**src/rtl/freelist_if.sv**
```systemverilog
// Rename-side and commit/recovery-side signal bundle of the physical-register
// free list. The master is the rename/ROB side, the slave is the free list.
`timescale 1ns/1ps
interface freelist_if #(
  parameter int PREG_WIDTH = 6,
  parameter int PTR_WIDTH  = 6
);

  // Rename-stage allocation
  logic                  alloc0_req;
  logic                  alloc1_req;
  logic [PREG_WIDTH-1:0] alloc0_prd;
  logic [PREG_WIDTH-1:0] alloc1_prd;
  logic                  can_alloc;
  logic [PTR_WIDTH-1:0]  free_count;

  // Commit-stage release of previous mappings
  logic                  commits0_valid;
  logic                  commits0_need_to_wb;
  logic [PREG_WIDTH-1:0] commits0_old_prd;
  logic                  commits1_valid;
  logic                  commits1_need_to_wb;
  logic [PREG_WIDTH-1:0] commits1_old_prd;

  // ROB recovery control
  logic [1:0]            rob_state;
  logic                  rob_walk0_valid;
  logic                  rob_walk1_valid;

  // Sticky error
  logic                  overflow_err;

  modport master (
    output alloc0_req, alloc1_req,
    output commits0_valid, commits0_need_to_wb, commits0_old_prd,
    output commits1_valid, commits1_need_to_wb, commits1_old_prd,
    output rob_state, rob_walk0_valid, rob_walk1_valid,
    input  alloc0_prd, alloc1_prd, can_alloc, free_count, overflow_err
  );

  modport slave (
    input  alloc0_req, alloc1_req,
    input  commits0_valid, commits0_need_to_wb, commits0_old_prd,
    input  commits1_valid, commits1_need_to_wb, commits1_old_prd,
    input  rob_state, rob_walk0_valid, rob_walk1_valid,
    output alloc0_prd, alloc1_prd, can_alloc, free_count, overflow_err
  );

endinterface

```
**src/rtl/freelist.sv**
```systemverilog
// Physical-register free list, 2-wide allocate / 2-wide release.
// A circular array of free pregs is read at spec_head by rename, refilled at
// tail by commit, and arch_head tracks the oldest uncommitted allocation so
// that ROB recovery can roll spec_head back and then walk it forward again.
`timescale 1ns/1ps
module freelist #(
  parameter int PREG_WIDTH = 6,
  parameter int DEPTH      = 32,
  parameter int PTR_WIDTH  = 6
) (
  input  logic      clock,
  input  logic      reset_n,
  freelist_if.slave fl
);

  localparam int IDX_WIDTH  = PTR_WIDTH - 1;
  // Pregs below this value are the architectural reset mappings.
  localparam int FIRST_FREE = (1 << PREG_WIDTH) - DEPTH;

  typedef logic [PREG_WIDTH-1:0] preg_t;
  typedef logic [PTR_WIDTH-1:0]  ptr_t;

  typedef enum logic [1:0] {
    ROB_STATE_IDLE          = 2'd0,
    ROB_STATE_OVERWRITE_RAT = 2'd1,
    ROB_STATE_WALKING       = 2'd2
  } rob_state_e;

  // Storage and pointers (wrap bit is the pointer MSB)
  preg_t entries_q [DEPTH];
  preg_t entries_d [DEPTH];
  ptr_t  spec_head_q, spec_head_d;
  ptr_t  arch_head_q, arch_head_d;
  ptr_t  tail_q,      tail_d;
  logic  overflow_err_q, overflow_err_d;

  // Per-cycle decode
  rob_state_e         rob_state;
  logic               is_idle;
  logic               rel0;
  logic               rel1;
  ptr_t               rel_cnt;
  ptr_t               alloc_cnt;
  ptr_t               walk_cnt;
  ptr_t               free_count;
  logic               can_alloc;
  logic [PTR_WIDTH:0] count_after_rel;
  logic               rel_overflow;
  ptr_t               offer1_ptr;
  ptr_t               tail1_ptr;

  // Decode this cycle's releases, allocations and walk steps.
  always_comb begin
    // NOTE: combinational blocks use blocking '=' so later lines see earlier
    // results; the flop block below uses '<=' so all state updates together.
    rob_state  = rob_state_e'(fl.rob_state);
    is_idle    = (rob_state == ROB_STATE_IDLE);

    // Preg 0 is hardwired and must never re-enter the list.
    rel0       = fl.commits0_valid & fl.commits0_need_to_wb & (fl.commits0_old_prd != '0);
    rel1       = fl.commits1_valid & fl.commits1_need_to_wb & (fl.commits1_old_prd != '0);
    rel_cnt    = ptr_t'(rel0) + ptr_t'(rel1);

    free_count = tail_q - spec_head_q;
    can_alloc  = is_idle & (free_count >= ptr_t'(2));
    alloc_cnt  = can_alloc ? (ptr_t'(fl.alloc0_req) + ptr_t'(fl.alloc1_req)) : '0;
    walk_cnt   = ptr_t'(fl.rob_walk0_valid) + ptr_t'(fl.rob_walk1_valid);

    // One extra bit so a count above DEPTH cannot alias back into range.
    count_after_rel = {1'b0, free_count} + {1'b0, rel_cnt};
    rel_overflow    = (rel_cnt != '0) && (count_after_rel > (PTR_WIDTH+1)'(DEPTH));

    // A lone instr1 request takes the head entry.
    offer1_ptr = spec_head_q + ptr_t'(fl.alloc0_req);
    // A lone slot-1 release writes at tail.
    tail1_ptr  = tail_q + ptr_t'(rel0);
  end

  // Next-state: compacted release writes, head/tail movement, recovery.
  always_comb begin
    // NOTE: every variable gets its hold value first, so no branch can leave
    // one unassigned and infer a latch.
    entries_d      = entries_q;
    spec_head_d    = spec_head_q;
    arch_head_d    = arch_head_q;
    tail_d         = tail_q;
    overflow_err_d = overflow_err_q;

    if (rel_overflow) begin
      // Releasing into a full list is a bookkeeping error upstream; keep the
      // list intact and flag it.
      overflow_err_d = 1'b1;
    end else begin
      if (rel0) entries_d[tail_q[IDX_WIDTH-1:0]]    = fl.commits0_old_prd;
      if (rel1) entries_d[tail1_ptr[IDX_WIDTH-1:0]] = fl.commits1_old_prd;
      tail_d      = tail_q + rel_cnt;
      // Commits retire the oldest allocations.
      arch_head_d = arch_head_q + rel_cnt;
    end

    case (rob_state)
      // Roll back to the committed point, including this cycle's commits.
      ROB_STATE_OVERWRITE_RAT: spec_head_d = arch_head_d;
      // Re-claim the uncommitted pregs in their original order.
      ROB_STATE_WALKING:       spec_head_d = spec_head_q + walk_cnt;
      default:                 spec_head_d = spec_head_q + alloc_cnt;
    endcase
  end

  // State registers; reset loads the initial free pregs FIRST_FREE.. upward.
  always_ff @(posedge clock or negedge reset_n) begin
    if (!reset_n) begin
      // NOTE: the array is reset on purpose -- its reset contents are the
      // initial free list, not don't-care storage.
      for (int i = 0; i < DEPTH; i++) begin
        entries_q[i] <= preg_t'(FIRST_FREE + i);
      end
      spec_head_q    <= '0;
      arch_head_q    <= '0;
      tail_q         <= ptr_t'(DEPTH);
      overflow_err_q <= 1'b0;
    end else begin
      entries_q      <= entries_d;
      spec_head_q    <= spec_head_d;
      arch_head_q    <= arch_head_d;
      tail_q         <= tail_d;
      overflow_err_q <= overflow_err_d;
    end
  end

  assign fl.alloc0_prd   = entries_q[spec_head_q[IDX_WIDTH-1:0]];
  assign fl.alloc1_prd   = entries_q[offer1_ptr[IDX_WIDTH-1:0]];
  assign fl.can_alloc    = can_alloc;
  assign fl.free_count   = free_count;
  assign fl.overflow_err = overflow_err_q;

endmodule

```
**src/flat_wrapper.sv**
```systemverilog
// flat-port wrapper written by rule: the top's interface ports become plain ports
module freelist_flat 
#(
  parameter int PREG_WIDTH = 6,
  parameter int DEPTH      = 32,
  parameter int PTR_WIDTH  = 6
)
  (clock, reset_n, fl_alloc0_req, fl_alloc1_req, fl_commits0_valid, fl_commits0_need_to_wb, fl_commits0_old_prd, fl_commits1_valid, fl_commits1_need_to_wb, fl_commits1_old_prd, fl_rob_state, fl_rob_walk0_valid, fl_rob_walk1_valid, fl_alloc0_prd, fl_alloc1_prd, fl_can_alloc, fl_free_count, fl_overflow_err);
  freelist_if #(.PREG_WIDTH(PREG_WIDTH), .PTR_WIDTH(PTR_WIDTH)) fl_i ();
  input  logic clock;
  input  logic reset_n;
  input wire logic [$bits(fl_i.alloc0_req)-1:0] fl_alloc0_req;
  input wire logic [$bits(fl_i.alloc1_req)-1:0] fl_alloc1_req;
  input wire logic [$bits(fl_i.commits0_valid)-1:0] fl_commits0_valid;
  input wire logic [$bits(fl_i.commits0_need_to_wb)-1:0] fl_commits0_need_to_wb;
  input wire logic [$bits(fl_i.commits0_old_prd)-1:0] fl_commits0_old_prd;
  input wire logic [$bits(fl_i.commits1_valid)-1:0] fl_commits1_valid;
  input wire logic [$bits(fl_i.commits1_need_to_wb)-1:0] fl_commits1_need_to_wb;
  input wire logic [$bits(fl_i.commits1_old_prd)-1:0] fl_commits1_old_prd;
  input wire logic [$bits(fl_i.rob_state)-1:0] fl_rob_state;
  input wire logic [$bits(fl_i.rob_walk0_valid)-1:0] fl_rob_walk0_valid;
  input wire logic [$bits(fl_i.rob_walk1_valid)-1:0] fl_rob_walk1_valid;
  output wire logic [$bits(fl_i.alloc0_prd)-1:0] fl_alloc0_prd;
  output wire logic [$bits(fl_i.alloc1_prd)-1:0] fl_alloc1_prd;
  output wire logic [$bits(fl_i.can_alloc)-1:0] fl_can_alloc;
  output wire logic [$bits(fl_i.free_count)-1:0] fl_free_count;
  output wire logic [$bits(fl_i.overflow_err)-1:0] fl_overflow_err;
  assign fl_i.alloc0_req = fl_alloc0_req;
  assign fl_i.alloc1_req = fl_alloc1_req;
  assign fl_i.commits0_valid = fl_commits0_valid;
  assign fl_i.commits0_need_to_wb = fl_commits0_need_to_wb;
  assign fl_i.commits0_old_prd = fl_commits0_old_prd;
  assign fl_i.commits1_valid = fl_commits1_valid;
  assign fl_i.commits1_need_to_wb = fl_commits1_need_to_wb;
  assign fl_i.commits1_old_prd = fl_commits1_old_prd;
  assign fl_i.rob_state = fl_rob_state;
  assign fl_i.rob_walk0_valid = fl_rob_walk0_valid;
  assign fl_i.rob_walk1_valid = fl_rob_walk1_valid;
  assign fl_alloc0_prd = fl_i.alloc0_prd;
  assign fl_alloc1_prd = fl_i.alloc1_prd;
  assign fl_can_alloc = fl_i.can_alloc;
  assign fl_free_count = fl_i.free_count;
  assign fl_overflow_err = fl_i.overflow_err;
  freelist #(.PREG_WIDTH(PREG_WIDTH), .DEPTH(DEPTH), .PTR_WIDTH(PTR_WIDTH)) u_core (.clock(clock), .reset_n(reset_n), .fl(fl_i));
endmodule
```
**config.mk**
```make
export PLATFORM = sky130hd
export DESIGN_NAME = freelist_flat
export DESIGN_NICKNAME = d
export VERILOG_FILES = /design/src/rtl/freelist_if.sv /design/src/rtl/freelist.sv /design/src/flat_wrapper.sv
export SDC_FILE = /design/constraint.sdc
export NUM_CORES = 1
export LEC_CHECK = 0
export CAP_MARGIN = 20
export CORE_MARGIN = 5
export CORE_UTILIZATION = 24
export DETAILED_ROUTE_END_ITERATION = 7
export SETUP_SLACK_MARGIN = 0.5
export SYNTH_ARGS = -nofsm -noshare
export SYNTH_HDL_FRONTEND = slang
export SYNTH_SLANG_ARGS = --single-unit
```
**constraint.sdc**
```tcl
create_clock -name clock -period 3.9 [get_ports clock]
set_clock_uncertainty 0.05 [all_clocks]
set_input_delay 0.78 -clock clock [delete_from_list [all_inputs] [get_ports clock]]
set_output_delay 0.78 -clock clock [all_outputs]
set_load 0.1 [all_outputs]
```
Word level (Yosys, flattened, before mapping)
Cells that the tools add are included.
{ "word_totals": {"elab_cells": 91, "ff_bits": 211, "out_inout_bits": 20, "inputBits": 24} }
{ "classes": {"addsub": 11, "order_cmp": 8, "n_reduce_logical": 7, "n_mux": 18, "bitwise": 9, "n_eq_ne": 2} }
{ "ops": {"columns": ["op", "n"], "rows": [
  ["2-to-1 mux 192 bit", 3],
  ["bitwise mux 192 bit", 2],
  ["binary-select mux 6 bit (select 5 bit)", 2],
  ["demux 6 bit (select 5 bit)", 2],
  ["2-to-1 mux 6 bit", 8],
  ["greater-or-equal comparator 6 bit (second input constant)", 4],
  ["NOT 5 -> 6 bit", 4],
  ["nonzero test 6 bit", 3],
  ["adder 6 x 2 -> 6 bit", 2],
  ["adder 6 bit", 2],
  ["< comparator 6 x 1 -> 1 bit (second input constant)", 2],
  ["case mux 6 bit (2 select lines)", 1],
  ["adder 5 x 1 -> 5 bit", 2],
  ["adder 6 x 6 -> 7 bit", 1],
  ["greater-than comparator 7 x 6 -> 1 bit (second input constant)", 1],
  ["adder 1 x 1 -> 2 bit", 3],
  ["greater-or-equal comparator 6 x 2 -> 1 bit (second input constant)", 1],
  ["subtractor 6 bit", 1],
  ["bitwise AND 1 bit", 5],
  ["logical AND 1 bit", 3],
  ["equality test 2 x 1 -> 1 bit (second input constant)", 1],
  ["equality test 2 bit (second input constant)", 1],
  ["zero test 2 bit", 1]
]} }

Logic depth before layout (Yosys ltp)
{ "logic_depth": {"ltp_word": 10, "depth_mapped": 19, "ltp_nobuf": 17} }

Least setup slack after synthesis
No wires, ideal clock.
{ "synth_timing": {"path_kind": "register to register", "startpoint": "register u_core.spec_head_q[1]", "endpoint": "register u_core.spec_head_q[1]", "n_path_buf": 5, "stages_incl_launch_ff": 15, "setup_slack_ns": -1.617, "t_required_ns": 3.730, "setup_ns": 0.120, "t_arrival_ns": 5.347, "period_less_slack_ns": 5.517, "path_cell_list": "dfrtp_1 clkbuf_1 clkbuf_1 buf_1 inv_1 fa_1 buf_2 xor2_1 o2111a_1 nand2_1 or4b_4 nand2_2 buf_6 mux2_4 a31o_1"} }
{ "synth_between": {"elab_chain_cells": 6, "word_cells_on_any_way": 11, "classes_between": "add/sub (4); order compare (2); mux (3); bitwise (1); reduce/logical (1)"} }
{ "synth_lines": {"columns": ["item", "line_no", "text"], "rows": [
  ["from (decl)", "freelist.sv:32", "ptr_t spec_head_q, spec_head_d;"],
  ["from (signal assigned)", "freelist.sv:124", "spec_head_q <= spec_head_d;"],
  ["subtractor 6 bit", "freelist.sv:64", "free_count = tail_q - spec_head_q;"],
  ["via fl_free_count[2]", "flat_wrapper.sv:26", "output wire logic [$bits(fl_i.free_count)-1:0] fl_free_count;"],
  ["adder 6 x 6 -> 7 bit", "freelist.sv:70", "count_after_rel = {1'b0, free_count} + {1'b0, rel_cnt};"],
  ["greater-than comparator 7 x 6 -> 1 bit", "freelist.sv:71", "rel_overflow = (rel_cnt != '0) && (count_after_rel > (PTR_WIDTH+1)'(DEPTH));"],
  ["logical AND 1 bit", "freelist.sv:71", null],
  ["2-to-1 mux 6 bit", "freelist.sv:89", "if (rel_overflow) begin"],
  ["via u_core.arch_head_d[1]", "freelist.sv:33", "ptr_t arch_head_q, arch_head_d;"],
  ["case mux 6 bit (2 select lines)", "freelist.sv:101", "case (rob_state)"],
  ["via u_core.spec_head_d[1]", "freelist.sv:32", null]
]} }
The timed path passes the listed nets, and every way through them passes these cells.
A chain may end at the register's enable or synchronous reset.

Worst setup path after layout
{ "layout_timing": {"startpoint": "register u_core.spec_head_q[0]", "endpoint": "output port fl_alloc1_prd[1]"} }
{ "layout_between": {"elab_chain_cells": 5} }
{ "layout_lines": {"columns": ["item", "line_no", "text"], "rows": [
  ["adder 5 x 1 -> 5 bit", "freelist.sv:74", "offer1_ptr = spec_head_q + ptr_t'(fl.alloc0_req);"],
  ["NOT 5 -> 6 bit (implied by the code)", "freelist.sv:132", "assign fl.alloc1_prd = entries_q[offer1_ptr[IDX_WIDTH-1:0]];"],
  ["binary-select mux 6 bit (select 5 bit)", "freelist.sv:132", null],
  ["2-to-1 mux 6 bit (implied by the code) (2 in series)", "freelist.sv:132", null],
  ["to (decl)", "flat_wrapper.sv:24", "output wire logic [$bits(fl_i.alloc1_prd)-1:0] fl_alloc1_prd;"]
]} }
No other way between the ends. The select of a mux whose other input is x is not followed.

==> flow_summary.yaml <==
status:
  status: "finished, violations left"
  violations: "setup timing"
routing:
  antenna_left: 0
  wl_per_cell_um: 26.8
  drtIter0Drc: 1852
  post-route-drc-count: 0
  viasPerCell: 5.91
  drt-pass1-iter-count: 8
  wl_um: 62300
  vias: 13772
yosys:
  synth_edf_count: 0
  ys_top_cells_by_count: "a2bb2oi_2, nand3_1, mux4_2"
  synth-seq-cells: 211
  synth_top_area_share_pct: 19.3
  yosysMostFrequentCell: "a2bb2oi_2"
  syn_area_mm2: 0.0154
  ys_warn_count: 0
  ys_seq_area_share_pct: 35.3
  synthCells: 1298
  synthesis.nets: 1352
  synth.top_cells.by_area: "dfstp_2, mux4_2, dfrtp_1, a2bb2oi_2, o22ai_1"
  synth_top_cell_by_area: "dfstp_2"
  synth.avg_cell_area_um2: 11.8
  synth_flop_cell: "dfstp_2"
  yosysUniqueCellTypes: 66
  async_reset_ff_share_pct: 100
sta:
  rsz0062_at_grt: "true"
  setup_viol: 6
  period_share_pct: 105
  setup_slack_ns: -0.185
  worst_pin_slew_ns: 1.29
  finalSetupTns_ns: -1.01
  fmax_mhz: 245
  slew_violations: 0
  slew_headroom_pct: 13.7
  period_minus_slack_ns: 4.08
  hold_violations: 0
  hold_ws_ns: 0.168
placement:
  hpwl_um: 39600
  portBuffers: 43
  gp_congestion: 0.928
setup_path:
  end_kind: "output port"
  crit_path_cell_trace: "ha_4 -> ha_4 -> buf_12 -> mux4_2 -> mux4_2 -> mux2_4 -> buf_12"
  critPathArrivalTime_ns: 3.25
  cp.buffers_inverters: 2
  cp_max_fo: 24
  path_class: "reg2out"
  required_ns: 3.07
  start_kind: "register"
  slowest_delay_ns: 0.53
  crit_family: "multiplexers"
  cp_slowest_cell: "mux4_2"
grt:
  grt_pass1_vias: 13421
  use_met2_pct: 25.5
  grt_use_met3_pct: 4.48
  met1_usage_pct: 22.4
  grt-ovfl-total: 0
  grt_pass1_wl_um: 89300
  top_usage_layer: "met2"
  antenna_found_initial: 2
  gr-usage-all-layers_pct: 16.6
  grt_start_max_net_pins: 78
clocking:
  max-clock-path-buffers: 3
  holdBufCountCts: 0
  cts.sink_count: 211
  clockRootBuffer: "clkbuf_16"
  cts.clk_slew.worst_paths_ns: 0.06
  clk_latency_ns: 0.54
  cts_tree: "done"
  cts_buffers: 25
  htreeDepth: 1
power_and_ir_drop:
  peakVddDrop_mv: 1.62
  p_per_area_mw_per_mm2: 1150
  leakage_nw: 7.62
  total_power_mw: 23.9
job:
  maxCapViolCount: 0
finish:
  n_antenna_cell: 0
  area_growth_pct: 35.3
  layout-drive-gt1-share_pct: 54.4
  fin_nets: 1519
floorplanning:
  dieArea_mm2: 0.0692
  die-width_um: 263
  die_y_um: 263
  start_util_pct: 24.3
  rows: 92
  core_mm2: 0.0632
  io_pins: 44
min_path:
  hp-class: "in2async"
[final timing paths]
path	from	slack, ns	cells past startpoint	endpoint
setup reg to reg	u_core.spec_head_q[0]	0.07	16	u_core.entries_q[187]
hold reg to reg	u_core.fl.overflow_err	0.41	1	u_core.fl.overflow_err
hold / removal	reset_n	0.17	1	u_core.spec_head_q[2]
setup / recovery	u_core.spec_head_q[0]	-0.18	7	fl_alloc1_prd[1]
min in group clock	u_core.fl.overflow_err	0.41	1	u_core.fl.overflow_err
max in group asynchronous	reset_n	2.74	2	u_core.entries_q[168]
[sequential cells by signal (all words and copies together) (netlist names)]
register                flops
u_core.entries_q          192
u_core.arch_head_q          6
u_core.spec_head_q          6
u_core.tail_q               6
u_core.fl.overflow_err      1
[placed cells by master, fill, tap and decap left out, types with 16 or more instances in the layout]
cell / n
a21oi_4: 30
clkbuf_16: 35
buf_6: 40
buf_4: 120
buf_12: 40
inv_1: 16
nor2_1: 32
dfstp_2: 113
mux4_2: 120
a2bb2oi_2: 189
nand2_1: 84
o21ai_0: 94
ha_1: 18
o22ai_1: 98
nand3_1: 119
dfrtp_1: 96
buf_16: 19
[metrics by stage]
step	area, um2	utilization [%]	std cells	setup WS [ns]
6_report	20800	32.9	2330	-0.185
5_1_grt	20800	32.9	2330	-0.222
2_1_floorplan	15700	-	1298	-0.118
4_1_cts	19900	31.5	2304	-0.182
3_3_place_gp	18100	28.6	2227	-0.803
3_5_place_dp	18100	28.7	2230	-0.885
[timing repair]
| action | 4_1_cts | 5_1_grt |
|---|---|---|
| gates resized for setup | 115 | 94 |
| pin swaps | 31 | 49 |
| setup endpoints to repair | 224 | 225 |
| setup buffers | 16 | 8 |
| gates cloned | 12 | 13 |
| hold endpoints to repair | 0 | 0 |
[cells by family (layout without fill, tap and decap cells)]
logic type	after synthesis	after routing	synth area share [%]
XOR/XNOR	15	15	0.904
buffers and inverters	140	326	4.55
AND/OR/NAND/NOR	299	299	9.09
adder cells (fa/ha/maj)	30	30	2.74
multiplexers	129	129	18.3
AO/OA/AOI/OAI	474	474	29.2
flip-flops	211	211	35.3
[final cells by class]
cell class	count	area, um2
clock buffers	40	782
clock inverters	6	86.3
fillers	6107	42400
inverters	21	83.8
multi-input cells	947	10100
flip-flops and latches	211	5430
well taps	846	1060
repair buffers	259	3250
[power by group]
part | total, mW | internal (mW) | switching [mW]
Clock | 2.51 | 1.50 | 1.01
Sequential | 5.00 | 3.71 | 1.29
Combinational | 16.4 | 7.67 | 8.77
[metal layers]
| layer | part of all wire (%) | vias up |
|---|---|---|
| met5 | 0.021 | - |
| met4 | 4.8 | 2 |
| met3 | 11 | 208 |
| met2 | 44 | 928 |
| met1 | 40 | 7105 |
| li1 | - | 5529 |
(Power assumes the default switching activity.)
